File: src/rtl/water_grid_controller.sv
// Reservoir supply controller: per-zone populations, rationing FSM with hysteresis,
// delayed treated-water return and saturating rain inflow into a clamped reservoir level.
module water_grid_controller #(
  parameter int NUM_ZONES    = 4,
  parameter int POP_W        = 8,
  parameter int RATE_W       = 4,
  parameter int LEVEL_W      = 12,
  parameter int MAX_LEVEL    = 4000,
  parameter int INIT_LEVEL   = 2000,
  parameter int INIT_POP     = 50,
  parameter int RET_NUM      = 9,
  parameter int TREAT_LAT    = 3,
  parameter int RATION_MARK  = 800,
  parameter int CRIT_MARK    = 400,
  parameter int RECOVER_MARK = 1600
) (
  input  logic                        clk,
  input  logic                        reset,
  input  logic [NUM_ZONES-1:0]        zone_add,
  input  logic [NUM_ZONES-1:0]        zone_sub,
  input  logic [NUM_ZONES*RATE_W-1:0] zone_rate,
  input  logic                        rain_add,
  input  logic [5:0]                  collection_rate,
  output logic [NUM_ZONES*POP_W-1:0]  zone_pop,
  output logic [NUM_ZONES-1:0]        zone_served,
  output logic [LEVEL_W-1:0]          reservoir_level,
  output logic [1:0]                  supply_state,
  output logic                        overflow,
  output logic                        underflow
);

  localparam int DEM_W = POP_W + $clog2(NUM_ZONES);
  localparam int SUM_W = LEVEL_W + 2;

  typedef enum logic [1:0] {
    NORMAL   = 2'd0,
    RATION   = 2'd1,
    CRITICAL = 2'd2
  } state_t;

  state_t             state, state_next;
  logic               phase;
  logic [POP_W-1:0]   pop      [NUM_ZONES];
  logic [POP_W-1:0]   pop_next [NUM_ZONES];
  logic [DEM_W-1:0]   treat_pipe [TREAT_LAT];

  logic [RATE_W-1:0]  rate_i;
  logic [POP_W:0]     pop_up;
  logic [DEM_W-1:0]   demand;
  logic [DEM_W-1:0]   draw;
  logic               short_supply;
  logic [DEM_W+4:0]   ret_prod;
  logic [DEM_W-1:0]   ret_in;
  logic [6:0]         rain;
  logic [SUM_W-1:0]   level_sum;
  logic [LEVEL_W-1:0] level_next;

  // Saturating population update; the carry bit of pop_up flags an add past full scale.
  always_comb begin
    // NOTE: every always_comb output gets a default first so no path can infer a latch.
    rate_i = '0;
    pop_up = '0;
    for (int i = 0; i < NUM_ZONES; i++) begin
      rate_i      = zone_rate[i*RATE_W +: RATE_W];
      pop_up      = {1'b0, pop[i]} + (POP_W+1)'(rate_i);
      pop_next[i] = pop[i];
      if (zone_add[i] && !zone_sub[i]) begin
        pop_next[i] = pop_up[POP_W] ? '1 : pop_up[POP_W-1:0];
      end else if (zone_sub[i] && !zone_add[i]) begin
        pop_next[i] = (pop[i] < POP_W'(rate_i)) ? '0 : pop[i] - POP_W'(rate_i);
      end
    end
  end

  // Supply FSM decides on the registered level, so transitions lag a crossing by one cycle.
  always_comb begin
    state_next  = state;
    zone_served = '0;
    case (state)
      NORMAL: begin
        zone_served = '1;
        if (reservoir_level < LEVEL_W'(RATION_MARK)) state_next = RATION;
      end
      RATION: begin
        for (int i = 0; i < NUM_ZONES; i++) zone_served[i] = (1'(i) == phase);
        if (reservoir_level < LEVEL_W'(CRIT_MARK))          state_next = CRITICAL;
        else if (reservoir_level >= LEVEL_W'(RECOVER_MARK)) state_next = NORMAL;
      end
      CRITICAL: begin
        if (reservoir_level >= LEVEL_W'(RATION_MARK)) state_next = RATION;
      end
      default: state_next = NORMAL;
    endcase
  end

  // A draw is all-or-nothing; since draw never exceeds level, the sum cannot go negative.
  always_comb begin
    demand = '0;
    for (int i = 0; i < NUM_ZONES; i++) begin
      if (zone_served[i]) demand = demand + DEM_W'(pop[i]);
    end
    short_supply = SUM_W'(demand) > SUM_W'(reservoir_level);
    draw         = short_supply ? '0 : demand;
    ret_prod     = (DEM_W+5)'(draw) * (DEM_W+5)'(RET_NUM);
    ret_in       = ret_prod[DEM_W+3:4];
    rain         = rain_add ? {collection_rate, 1'b0} : '0;
    level_sum    = SUM_W'(reservoir_level) - SUM_W'(draw)
                 + SUM_W'(treat_pipe[TREAT_LAT-1]) + SUM_W'(rain);
    level_next   = (level_sum > SUM_W'(MAX_LEVEL)) ? LEVEL_W'(MAX_LEVEL)
                                                   : level_sum[LEVEL_W-1:0];
  end

  always_ff @(posedge clk or negedge reset) begin
    if (!reset) begin
      state           <= NORMAL;
      phase           <= 1'b0;
      reservoir_level <= LEVEL_W'(INIT_LEVEL);
      overflow        <= 1'b0;
      underflow       <= 1'b0;
      // NOTE: the pipeline array is reset on purpose so in-flight water is discarded on reset.
      for (int i = 0; i < NUM_ZONES; i++) pop[i] <= POP_W'(INIT_POP);
      for (int j = 0; j < TREAT_LAT; j++) treat_pipe[j] <= '0;
    end else begin
      state           <= state_next;
      phase           <= (state == RATION) ? ~phase : 1'b0;
      reservoir_level <= level_next;
      overflow        <= (level_next == LEVEL_W'(MAX_LEVEL));
      underflow       <= short_supply;
      for (int i = 0; i < NUM_ZONES; i++) pop[i] <= pop_next[i];
      treat_pipe[0] <= ret_in;
      for (int j = 1; j < TREAT_LAT; j++) treat_pipe[j] <= treat_pipe[j-1];
    end
  end

  always_comb begin
    for (int i = 0; i < NUM_ZONES; i++) zone_pop[i*POP_W +: POP_W] = pop[i];
  end

  assign supply_state = state;

endmodule

File: config.mk
export PLATFORM = sky130hd
export DESIGN_NAME = water_grid_controller
export DESIGN_NICKNAME = d
export VERILOG_FILES = /design/src/rtl/water_grid_controller.sv
export SDC_FILE = /design/constraint.sdc
export NUM_CORES = 1
export LEC_CHECK = 0
export CORE_MARGIN = 5
export CORE_UTILIZATION = 33
export DETAILED_ROUTE_END_ITERATION = 10
export PLACE_DENSITY = 0.49
export RECOVER_POWER = 25
export SLEW_MARGIN = 20
export SYNTH_ARGS = -nofsm -noshare
export SYNTH_HDL_FRONTEND = slang
export SYNTH_SLANG_ARGS = --single-unit
File: constraint.sdc
create_clock -name clk -period 16.8 [get_ports clk]
set_clock_uncertainty 0.05 [all_clocks]
set_input_delay 3.36 -clock clk [delete_from_list [all_inputs] [get_ports clk]]
set_output_delay 3.36 -clock clk [all_outputs]
set_load 0.01 [all_outputs]
== Word level (Yosys, flattened, before mapping) ==
Cells that the tools add are included.

* Add/sub/neg operators: 14
* Multiplexer cells: 30
* Bitwise gates (word level): 1
* Reductions and logical operators: 22
* Multiply operators: 1
* Order comparisons: 10
* Equality and inequality tests: 6

{| class="wikitable"
|+ Operators by type and width
! operator !! number
|-
| two-way mux 8 bit || 17
|-
| two-way mux 10 bit || 4
|-
| adder 8 x 4 -> 9 bit || 4
|-
| < comparator 8 x 4 -> 1 bit || 4
|-
| subtractor 8 x 4 -> 8 bit || 4
|-
| adder 10 x 8 -> 10 bit || 3
|-
| adder 13 x 11 -> 14 bit || 1
|-
| adder 14 x 7 -> 14 bit || 1
|-
| > comparator 14 x 12 -> 1 bit, second input constant || 1
|-
| multiplier 10 x 4 -> 14 bit, second input constant || 1
|-
| subtractor 12 x 10 -> 13 bit || 1
|-
| equality test 12 bit, second input constant || 1
|-
| >= comparator 12 x 10 -> 1 bit, second input constant || 1
|-
| >= comparator 12 x 11 -> 1 bit, second input constant || 1
|-
| > comparator 10 x 12 -> 1 bit || 1
|-
| < comparator 12 x 10 -> 1 bit, second input constant || 1
|-
| < comparator 12 x 9 -> 1 bit, second input constant || 1
|-
| two-way mux 12 bit || 1
|-
| logical AND 1 bit || 8
|-
| zero test 1 bit || 8
|-
| two-way mux 2 bit || 4
|-
| one-hot mux 4 bit (2 select lines) || 1
|-
| nonzero test 2 bit || 4
|-
| two-way mux 7 bit || 1
|-
| other kinds (9) || 10
|}

* Input bits: 33
* Word-level logic and storage cells: 96
* Register bits after elaboration: 79

== Longest topological paths before layout ==
Gate-level depths: netlist (run 1).

* Word-level depth: 17
* Depth in mapped cells: 51
* Mapped depth without buffers: 49

== Worst setup path after synthesis (run 1) ==
Ideal clock, no wire load.

* Kind: register to register
* Start point: register state[0], in the netlist supply_state[0]
* End point: register reservoir_level[3]
* Slack: 7505 ps
* Data arrival time: 9123 ps
* Path buffers: 2
* Stages on the path, launching flop included: 48
* Required time: 16628 ps
* Cell sequence: dfrtp_1 > a21o_4 > inv_4 > clkbuf_1 > and2_1 > ha_1 > nor2b_1 > a311oi_4 > nor2_1 > xnor2_1 > a21oi_1 > ha_1 > o21a_1 > a21o_1 > a211o_1 > nand3_1 > nand2_1 > ha_1 > [... 12 more ...] > inv_1 > fa_1 > a21o_1 > a211oi_1 > nor2_1 > nor2_1 > xor2_1 > fa_1 > inv_1 > ha_1 > nand2_1 > o21ai_0 > a31o_2 > a21oi_1 > o21ba_2 > nor2_1 > mux2_2 > o2111a_1

* Longest elaborated chain between the ends: 16
* Elaborated cells on any way between the ends: 17

{| class="wikitable"
|+ RTL lines
! what !! RTL line !! text
|-
| from (decl) || 41 || <nowiki>state_t state, state_next;</nowiki>
|-
| from (signal assigned) || 124 || <nowiki>state <= state_next;</nowiki>
|-
| equality test 2 x 1 -> 1 bit / zero test 2 bit (equally long branches) || 79 || <nowiki>case (state)</nowiki>
|-
| one-hot mux 4 bit (2 select lines) (*) || 79 ||
|-
| net zone_served[0] || 25 || <nowiki>output logic [NUM_ZONES-1:0] zone_served,</nowiki>
|-
| two-way mux 8 bit (*) || 100 || <nowiki>if (zone_served[i]) demand = demand + DEM_W'(pop[i]);</nowiki>
|-
| adder 10 x 8 -> 10 bit || 100 ||
|-
| two-way mux 10 bit (*) || 100 ||
|-
| adder 10 x 8 -> 10 bit || 100 ||
|-
| two-way mux 10 bit (*) || 100 ||
|-
| [... 3 more ...] || -- ||
|-
| net short_supply || 51 || <nowiki>logic short_supply;</nowiki>
|-
| two-way mux 10 bit (*) || 103 || <nowiki>draw = short_supply ? '0 : demand;</nowiki>
|-
| subtractor 12 x 10 -> 13 bit (*) || 107 || <nowiki>level_sum = SUM_W'(reservoir_level) - SUM_W'(draw)</nowiki>
|-
| adder 13 x 11 -> 14 bit (*) || 108 || <nowiki>+ SUM_W'(treat_pipe[TREAT_LAT-1]) + SUM_W'(rain);</nowiki>
|-
| adder 14 x 7 -> 14 bit (*) || 108 ||
|-
| > comparator 14 x 12 -> 1 bit || 109 || <nowiki>level_next = (level_sum > SUM_W'(MAX_LEVEL)) ? LEVEL_W'(MAX_LEVEL)</nowiki>
|-
| two-way mux 12 bit (*) || 109 ||
|-
| net level_next[3] || 56 || <nowiki>logic [LEVEL_W-1:0] level_next;</nowiki>
|-
| to (signal assigned) || 117 || <nowiki>reservoir_level <= LEVEL_W'(INIT_LEVEL);</nowiki>
|-
| to (signal assigned) || 126 || <nowiki>reservoir_level <= level_next;</nowiki>
|-
| to (decl) || 26 || <nowiki>output logic [LEVEL_W-1:0] reservoir_level,</nowiki>
|}

The timed path passes the listed nets; every way through them passes the cells marked *.
A chain may end at the register's enable or synchronous reset.

== Final worst setup path (run 1) ==
* Start point: register state[0], in the netlist supply_state[0]
* End point: register reservoir_level[3]

* Longest elaborated chain between the ends: 16
* Elaborated cells on any way between the ends: 17

{| class="wikitable"
|+ RTL lines
! what !! RTL line !! text
|-
| equality test 2 x 1 -> 1 bit / zero test 2 bit (equally long branches) || 79 ||
|-
| one-hot mux 4 bit (2 select lines) (*) || 79 ||
|-
| two-way mux 8 bit || 100 ||
|-
| adder 10 x 8 -> 10 bit || 100 ||
|-
| two-way mux 10 bit || 100 ||
|-
| adder 10 x 8 -> 10 bit || 100 ||
|-
| two-way mux 10 bit || 100 ||
|-
| adder 10 x 8 -> 10 bit || 100 ||
|-
| two-way mux 10 bit (*) || 100 ||
|-
| > comparator 10 x 12 -> 1 bit || 102 || <nowiki>short_supply = SUM_W'(demand) > SUM_W'(reservoir_level);</nowiki>
|-
| two-way mux 10 bit (*) || 103 ||
|-
| subtractor 12 x 10 -> 13 bit (*) || 107 ||
|-
| adder 13 x 11 -> 14 bit (*) || 108 ||
|-
| adder 14 x 7 -> 14 bit (*) || 108 ||
|-
| > comparator 14 x 12 -> 1 bit || 109 ||
|-
| two-way mux 12 bit (*) || 109 ||
|-
| net level_next[3] || 56 ||
|}

Marked as above.

==> results.ini, run 1 <==
[run_status]
run_status = complete, but fails checks
failed_checks = max-capacitance violations, max-slew violations

[clock_tree]
tritoncts_clock_tree = yes
cts-buffers-inserted = 9
clock-root-buffer = clkbuf_16
post_cts_resize_count = 0
worstSkewPairLatency_ps = 360
cts_htree_levels = 3
cts_setup_buffers = 0
path_clk_slew_ps = 70
clk_path_buf_depth = 2
cts_num_sinks = 79
quantity_of_hold_fixing_buffers_added_after_cts = 0

[global_route]
antenna_found_initial = 0
gr-usage-all-layers_pct = 16.0
via_count_of_the_first_global_routing_pass = 7038
grt_max_degree = 52
grt_overflow_total = 0
grt_pass1_wl_mm = 36.3

[die]
dieArea_um2 = 27600
total_i_o_pin_count = 85
dieWidth_um = 166
floorplan.initialDensity_pct = 33.2
placementRows = 57
chip_height_um = 166
core_um2 = 24200

[cells_and_area]
n_antenna_cell = 0
multiInputGateArea_um2 = 5530
instances_no_fill = 1355
area_growth_pct = 18.1
nNetsFinal = 1185
final_layout_size_suffix_gt1_share_pct = 5.82
seqCellArea_um2 = 2000
count_of_filler_cells_inserted_in_the_layout = 2437

[synthesis]
synth_top_cell_area_share_pct = 19.0
synth_seq_area_share_pct = 24.9
ys_seq_elements = 79
synth.distinct_cells = 74
number_of_enable_type_register_cells_in_the_synthesized_netlist = 0
synthesis.instances = 953
post_synth_most_frequent_cells = inv_1, ha_1, a21oi_1
syn_area_per_cell_um2 = 8.43
dominantRegCellSynth = dfrtp_1
synth.most_common_cell = inv_1
ys_async_sr_fraction_pct = 100
synth.largest_area_cell = dfrtp_1
synth.yosys.warnings = 0
syn-num-nets = 1112
cell_area_after_synthesis_um2 = 8030
synthTopCellsByArea = dfrtp_1, ha_1, dfstp_2

[worst_setup_path]
crit-reg2reg-launch = supply_state[0]$_DFFE_PN0P_
crit_type = reg2reg
cp.required_ps = 16990
crit-reg2reg-capture = reservoir_level[3]$_DFF_PN0_
rrSetupSlack_ps = 5650
critical_path_cell_with_the_highest_stage_delay = a31oi_1
end_kind = register
startpoint_type = register
timing.critical_path.arrival_ps = 11330
r2r.worst_path.cells = 43
delay_of_the_slowest_cell_on_the_worst_path_ps = 720
critical_path.max_fanout = 24

[timing]
finalSetupTns_ps = 0
timing_max_transition_violations_final = 82
unrepaired_setup_endpoints_after_global_routing = no
max_slew.worst_pin.slew_ps = 2830
timing.final.setup_violations = 0
max_clock_freq_mhz = 89.7
slew_headroom_pct = -88.3
fin_crit_ps = 11150
report.final.hold_viol_count = 0
final_period_util_pct = 66.3

[hold_path]
timing.hold.worst_endpoint = treat_pipe[0]$_DFF_PN0_
hp-class = reg2reg
holdCritStartpoint = treat_pipe[10]$_DFF_PN0_
holdPathStages = 0

[place]
post-place-cells = 1339
place.port_buffers = 84
place.gp.congestion = 0.879
hpwl_dp_mm = 17.3

[detailed_routing]
avgRoutedWirePerCell_um = 16.0
via_per_inst = 5.15
drt_drc_violations_left = 0
route.vias.total = 6983
post_route_wl_mm = 21.7
drt_pre_antenna_iters = 5
first_iter_violations = 311
antenna_violating_nets_post_route = 0

[run]
max_cap_viol_count = 2

==> cell type report <==
class / count / area share, %
clock inverter: 7 / 0.910
sequential: 79 / 21.1
inverter: 109 / 4.34
multi-input combinational: 742 / 58.2
tap: 324 / 4.27
clock buffer: 9 / 2.37
timing repair buffer: 85 / 8.83
==> state kept, by name, indices dropped and copies added (netlist names) <==
register         cells
zone_pop            32
treat_pipe          30
phase                1
underflow            1
supply_state         2
reservoir_level     12
overflow             1
==> layout by cell type (no fill, tap or decap), drive strengths merged, types with 8 or more instances in the layout <==
cell type        n
nand3           16
a21o            29
a21oi           78
fa              20
o21ai           65
o21a            19
inv            113
or2              9
clkbuf          11
dfrtp           61
nand2           57
ha             106
and2            10
xor2             9
dfstp           18
clkdlybuf4s50   83
nor2b           17
nor3            19
a22oi            8
a211oi          13
o21bai          16
and3             8
nor2            76
xnor2           33
o22ai            8
a31oi           13
nand2b          18
==> per-layer routing <==
metal / part of all wire (%) / global-route usage, %
met1: 45 / 20.7
met2: 49 / 27.4
met3: 4.1 / 3.09
met4: 1.8 / 3.91
met5: 0 / 0
==> worst max-delay path by stage <==
stage,end,startpoint,cells after the start
final,reservoir_level[3]$_DFF_PN0_,supply_state[0]$_DFFE_PN0P_,43
after global routing,reservoir_level[3]$_DFF_PN0_,supply_state[0]$_DFFE_PN0P_,45
after floorplan,reservoir_level[3]$_DFF_PN0_,supply_state[0]$_DFFE_PN0P_,47
after detailed placement,reservoir_level[3]$_DFF_PN0_,supply_state[0]$_DFFE_PN0P_,42
after global placement,reservoir_level[3]$_DFF_PN0_,supply_state[0]$_DFFE_PN0P_,42
after CTS,reservoir_level[3]$_DFF_PN0_,supply_state[0]$_DFFE_PN0P_,42
==> critical path: cells and delay by family (launching register included) <==
kind | cells | cell delay [ps]
flops | 1 | 440
compound gates | 12 | 3440
mux | 1 | 270
buf+inv | 4 | 690
xor+xnor | 2 | 400
simple gates | 16 | 2970
fa+ha+maj | 8 | 2770
==> cells by family after synthesis <==
group	share of synthesized area, %
buffers and inverters	6.34
adder cells (fa/ha/maj)	21.7
AO/OA/AOI/OAI	25.6
XOR/XNOR	4.58
multiplexers	1.90
flip-flops	24.9
AND/OR/NAND/NOR	14.9
==> stage by stage <==
stage | util [%] | hold slack [ps] | worst slack (ps) | cell area [um2]
after floorplan | - | 281 | 7500 | 8030
after global placement | 38.0 | 281 | 6070 | 9190
after detailed placement | 38.0 | 285 | 5980 | 9190
after CTS | 39.3 | 296 | 5960 | 9500
after global routing | 39.3 | 298 | 4650 | 9490
final | 39.3 | 295 | 5650 | 9490
Power of run 1 is left out: the tool's default activity adds up to more than one toggle a clock period on the data nets, which glitch-free logic cannot reach.
==> run 2: changes to the inputs <==
==> constraint.sdc (replaced) <==
create_clock -name clk -period 10.4 [get_ports clk]
set_clock_uncertainty 0.05 [all_clocks]
set_input_delay 2.08 -clock clk [delete_from_list [all_inputs] [get_ports clk]]
set_output_delay 2.08 -clock clk [all_outputs]
set_load 0.01 [all_outputs]
==> results.ini, run 2 (synthesis results as in run 1) <==
[die]
chip_height_um = 166  ; unchanged
total_i_o_pin_count = 85  ; unchanged
placementRows = 57  ; unchanged
core_um2 = 24200  ; unchanged
floorplan.initialDensity_pct = 33.2  ; unchanged
dieArea_um2 = 27600  ; unchanged
dieWidth_um = 166  ; unchanged

[cells_and_area]
multiInputGateArea_um2 = 5600  ; +1.3%
largest_register_ffs = 32  ; unchanged
most-common-layout-cells = inv_1, ha_1, clkdlybuf4s50_1
area_growth_pct = 19.8
seqCellArea_um2 = 2000  ; unchanged
instances_no_fill = 1363  ; +0.59%
final_layout_size_suffix_gt1_share_pct = 7.80  ; +2.0 points
nNetsFinal = 1193  ; +0.68%
count_of_filler_cells_inserted_in_the_layout = 2457  ; +0.82%
layout.cells.most_common = inv_1
n_antenna_cell = 0  ; unchanged

[place]
place.port_buffers = 84  ; unchanged
place.gp.congestion = 0.866  ; -1.5%
post-place-cells = 1343  ; +0.30%
hpwl_dp_mm = 17.6  ; +1.4%

[clock_tree]
clk_path_buf_depth = 2  ; unchanged
path_clk_slew_ps = 70  ; about the same
clock-root-buffer = clkbuf_16
cts_htree_levels = 3  ; unchanged
cts_num_sinks = 79  ; unchanged
cts-buffers-inserted = 9  ; unchanged
worstSkewPairLatency_ps = 360  ; about the same
quantity_of_hold_fixing_buffers_added_after_cts = 0  ; unchanged
tritoncts_clock_tree = yes

[timing]
timing.final.setup_violations = 0  ; unchanged
fin_crit_ps = 9780  ; -1360 ps
timing_max_transition_violations_final = 82  ; unchanged
max_slew.worst_pin.slew_ps = 3040  ; +213 ps
report.final.hold_viol_count = 0  ; unchanged
slew_headroom_pct = -103  ; -14 points
max_clock_freq_mhz = 102  ; +14%
final_period_util_pct = 94.1  ; +28 points
hold_slack_ps = 294  ; -1.20 ps

[worst_setup_path]
timing.critical_path.arrival_ps = 9980  ; -1350 ps
cp.required_ps = 10600  ; -6390 ps
timing.critical_path.buf_inv = 3  ; -1
crit_type = reg2reg
critical_path_cell_with_the_highest_stage_delay = fa_1
crit-reg2reg-launch = supply_state[0]$_DFFE_PN0P_
delay_of_the_slowest_cell_on_the_worst_path_ps = 490  ; -230 ps
path_delay_family = compound AO/OA/AOI/OAI gates
critical_path.max_fanout = 16  ; -33%
startpoint_type = register
end_kind = register
worst_path_most_repeated_cell = nor2_1
critPathLaunch = supply_state[0]$_DFFE_PN0P_
rrSetupSlack_ps = 620  ; -5040 ps

[detailed_routing]
drt_pre_antenna_iters = 5  ; unchanged
via_per_inst = 5.14  ; -0.17%
antenna_violating_nets_post_route = 0  ; unchanged
first_iter_violations = 313  ; +0.64%
drt_drc_violations_left = 0  ; unchanged
route.vias.total = 7012  ; +0.42%
post_route_wl_mm = 21.9  ; +1.1%
avgRoutedWirePerCell_um = 16.1  ; +0.48%

[global_route]
grt_overflow_total = 0  ; unchanged
gr-usage-all-layers_pct = 15.8  ; -0.17 points
grt_max_degree = 56  ; +7.7%
antenna_found_initial = 0  ; unchanged
via_count_of_the_first_global_routing_pass = 6876  ; -2.3%
grt_pass1_wl_mm = 35.9  ; -1.3%

[run_status]
run_status = complete, but fails checks
failed_checks = max-capacitance violations, max-slew violations

[hold_path]
holdCritStartpoint = treat_pipe[27]$_DFF_PN0_
hp-class = reg2reg

[run]
max_cap_viol_count = 2  ; unchanged

run 2: cell types whose count changed in the layout (fill, tap and decap cells not counted), moves of 2 or more:
cell,change
buf_4,+8
a21oi_1,-4
a21oi_2,+4
a211oi_1,-2
run 2: per-stage QoR:
step,setup TNS (ps),util [%],instance area (um2),setup WS (ps)
final,0,39.8,9620,617
after global routing,-7.57,39.8,9620,-7.57
after CTS,0,39.4,9530,146
after detailed placement,0,38.1,9220,180
after global placement,0,38.1,9220,226
after floorplan,0,-,8030,1100
run 2: timing repair:
item,CTS,global route
resized for setup,0,16
setup buffers,0,4
setup endpoints to repair,0,13
run 2: layout make-up:
cell class,count,share of cell area [%]
well taps,324,4.21
repair buffers,93,9.34
clock inverters,7,0.871
clock buffers,9,2.34
inverters,109,4.28
multi-input cells,742,58.2
flip-flops and latches,79,20.8
run 2: final timing paths:
| kind | to | cells after the start |
|---|---|---|
| worst max register to register | reservoir_level[3]$_DFF_PN0_ | 47 |
| max in group asynchronous | treat_pipe[26]$_DFF_PN0_ | 2 |
| worst min register to register | treat_pipe[17]$_DFF_PN0_ | 0 |
| worst min-delay path | treat_pipe[17]$_DFF_PN0_ | 0 |
| min in group asynchronous | zone_pop[24]$_DFFE_PN0P_ | 1 |
| worst max-delay path | reservoir_level[3]$_DFF_PN0_ | 47 |
run 2: layer usage:
layer	up-vias	global-route usage (%)	share of wire [%]
li1	3562	-	-
met1	3293	20.2	45
met2	121	26.8	48
met3	36	2.59	3.4
met4	0	5.95	2.8
met5	-	0	0
Power of run 2 is left out for the same reason.
==> run 3: changes to the inputs <==
--- a/config.mk
+++ b/config.mk
@@ -8,7 +8,7 @@
 export CORE_MARGIN = 5
 export CORE_UTILIZATION = 33
 export DETAILED_ROUTE_END_ITERATION = 10
-export PLACE_DENSITY = 0.49
+export PLACE_DENSITY = 0.51
 export RECOVER_POWER = 25
 export SLEW_MARGIN = 20
 export SYNTH_ARGS = -nofsm -noshare
==> constraint.sdc (replaced) <==
create_clock -name clk -period 8.71 [get_ports clk]
set_clock_uncertainty 0.05 [all_clocks]
set_input_delay 1.742 -clock clk [delete_from_list [all_inputs] [get_ports clk]]
set_output_delay 1.742 -clock clk [all_outputs]
set_load 0.01 [all_outputs]
==> results.ini, run 3 (synthesis results as in run 1) <==
[timing]
final_period_util_pct = 101  ; +7.2 points
unrepaired_setup_endpoints_after_global_routing = yes
report.final.hold_viol_count = 0  ; unchanged
hold_slack_ps = 296  ; +1.37 ps
timing_max_transition_violations_final = 43  ; -48%
setup_slack_ps = -109  ; -727 ps
timing.final.setup_violations = 13  ; +13
slew_headroom_pct = -49.1  ; +53 points
max_slew.worst_pin.slew_ps = 2240  ; -801 ps
fin_crit_ps = 8820  ; -963 ps
max_clock_freq_mhz = 113  ; +11%

[worst_setup_path]
critical_path.max_fanout = 6  ; -10
startpoint_type = register
timing.critical_path.arrival_ps = 9050  ; -930 ps
timing.critical_path.to = reservoir_level[9]$_DFF_PN1_
critical_path_cell_with_the_highest_stage_delay = fa_1
end_kind = register
cp.required_ps = 8940  ; -1660 ps
r2r.worst_path.cells = 48  ; +2.1%
rrSetupSlack_ps = -110  ; -730 ps
crit_type = reg2reg
crit-reg2reg-capture = reservoir_level[9]$_DFF_PN1_
crit-reg2reg-launch = supply_state[0]$_DFFE_PN0P_
delay_of_the_slowest_cell_on_the_worst_path_ps = 500  ; about the same
critPathLaunch = supply_state[0]$_DFFE_PN0P_

[place]
postPlaceCellArea_um2 = 10200  ; +10%
post-place-cells = 1459  ; +8.6%
hpwl_dp_mm = 18.2  ; +3.6%
place.gp.congestion = 0.837  ; -3.4%
place.port_buffers = 84  ; unchanged

[die]
dieArea_um2 = 27600  ; unchanged
floorplan.initialDensity_pct = 33.2  ; unchanged
placementRows = 57  ; unchanged
core_um2 = 24200  ; unchanged
dieWidth_um = 166  ; unchanged
chip_height_um = 166  ; unchanged
total_i_o_pin_count = 85  ; unchanged

[global_route]
gr-usage-all-layers_pct = 16.5  ; +0.77 points
grt_max_degree = 43  ; -23%
grt_pass1_wl_mm = 37.9  ; +5.7%
via_count_of_the_first_global_routing_pass = 7603  ; +11%
antenna_found_initial = 0  ; unchanged
grt_overflow_total = 0  ; unchanged

[detailed_routing]
post_route_wl_mm = 23.1  ; +5.6%
drt_pre_antenna_iters = 5  ; unchanged
via_per_inst = 5.03  ; -2.2%
drt_drc_violations_left = 0  ; unchanged
route.vias.total = 7519  ; +7.2%
first_iter_violations = 416  ; +33%
antenna_violating_nets_post_route = 0  ; unchanged
avgRoutedWirePerCell_um = 15.5  ; -3.7%

[clock_tree]
clock-root-buffer = clkbuf_16
path_clk_slew_ps = 70  ; about the same
worstSkewPairLatency_ps = 350  ; about the same
cts-buffers-inserted = 9  ; unchanged
tritoncts_clock_tree = yes
quantity_of_hold_fixing_buffers_added_after_cts = 0  ; unchanged
cts_htree_levels = 3  ; unchanged
clk_path_buf_depth = 2  ; unchanged
cts_num_sinks = 79  ; unchanged

[cells_and_area]
largest_register_ffs = 32  ; unchanged
nNetsFinal = 1325  ; +11%
post-route-cell-area_um2 = 11000  ; +14%
n_antenna_cell = 0  ; unchanged
most-common-layout-cells = buf_4, inv_1, ha_1
layout.cells.most_common = buf_4
final_layout_size_suffix_gt1_share_pct = 23.2  ; +15 points
area_growth_pct = 36.8
final_core_util_pct = 45.5  ; +5.7 points
instances_no_fill = 1495  ; +9.7%

[hold_path]
hp-class = reg2reg
holdPathStages = 0  ; unchanged
holdCritStartpoint = treat_pipe[19]$_DFF_PN0_

[run]
max_cap_viol_count = 1  ; -1

[run_status]
run_status = complete, but fails checks
failed_checks = max-capacitance violations, max-slew violations, negative setup slack

## run 3: cell count changes in the layout (fill, tap and decap cells not counted), moves of 4 or more
cell     delta
buf_4     +130
nor2_4      +4
inv_2       +5
ha_1       -13
a21oi_1     -5
ha_4       +11
a21oi_4     +4
nor2_1      -7
o21ai_0     -6
inv_1       -5
## run 3: timing repair
item                                    4_1_cts  5_1_grt
pin swaps                                    22       17
setup buffers                                12        7
endpoints found under the setup margin       13       13
gates resized for setup                      36       39
cloned                                        1        0
## run 3: metal layers
layer	wire length (um)	track usage, %	vias up
met5	0	0	-
met4	401	4.16	0
met3	867	2.43	28
met2	11300	28.9	133
met1	10500	21.5	3535
li1	-	-	3823
## run 3: how the worst min path moves through the flow
stage	endpoint	slack (ps)
floorplan	treat_pipe[0]$_DFF_PN0_	280
global placement	treat_pipe[12]$_DFF_PN0_	280
detailed placement	treat_pipe[0]$_DFF_PN0_	280
CTS	treat_pipe[16]$_DFF_PN0_	300
global route	treat_pipe[10]$_DFF_PN0_	300
finish	treat_pipe[9]$_DFF_PN0_	300
## run 3: metrics by stage
step                TNS (ps)  worst slack [ps]
finish                  -672              -109
CTS                     -115             -48.1
floorplan                  0              3.52
global placement       -1470              -187
global route           -7050              -611
detailed placement     -3530              -383
## run 3: cell type report
class	count	area, um2
multi-input cells	743	5980
fillers	2381	13200
inverters	109	412
well taps	324	405
repair buffers	224	1900
flip-flops and latches	79	2000
clock inverters	6	52.6
clock buffers	10	239
## run 3: worst max-delay path: cells and delay by family, from the launching register on
family,cells,cell delay (ps)
compound gates,17,2880
xor+xnor,3,480
fa+ha+maj,8,2340
buf+inv,5,610
flops,1,410
mux,2,490
simple gates,13,1500
Power of run 3 is left out for the same reason.
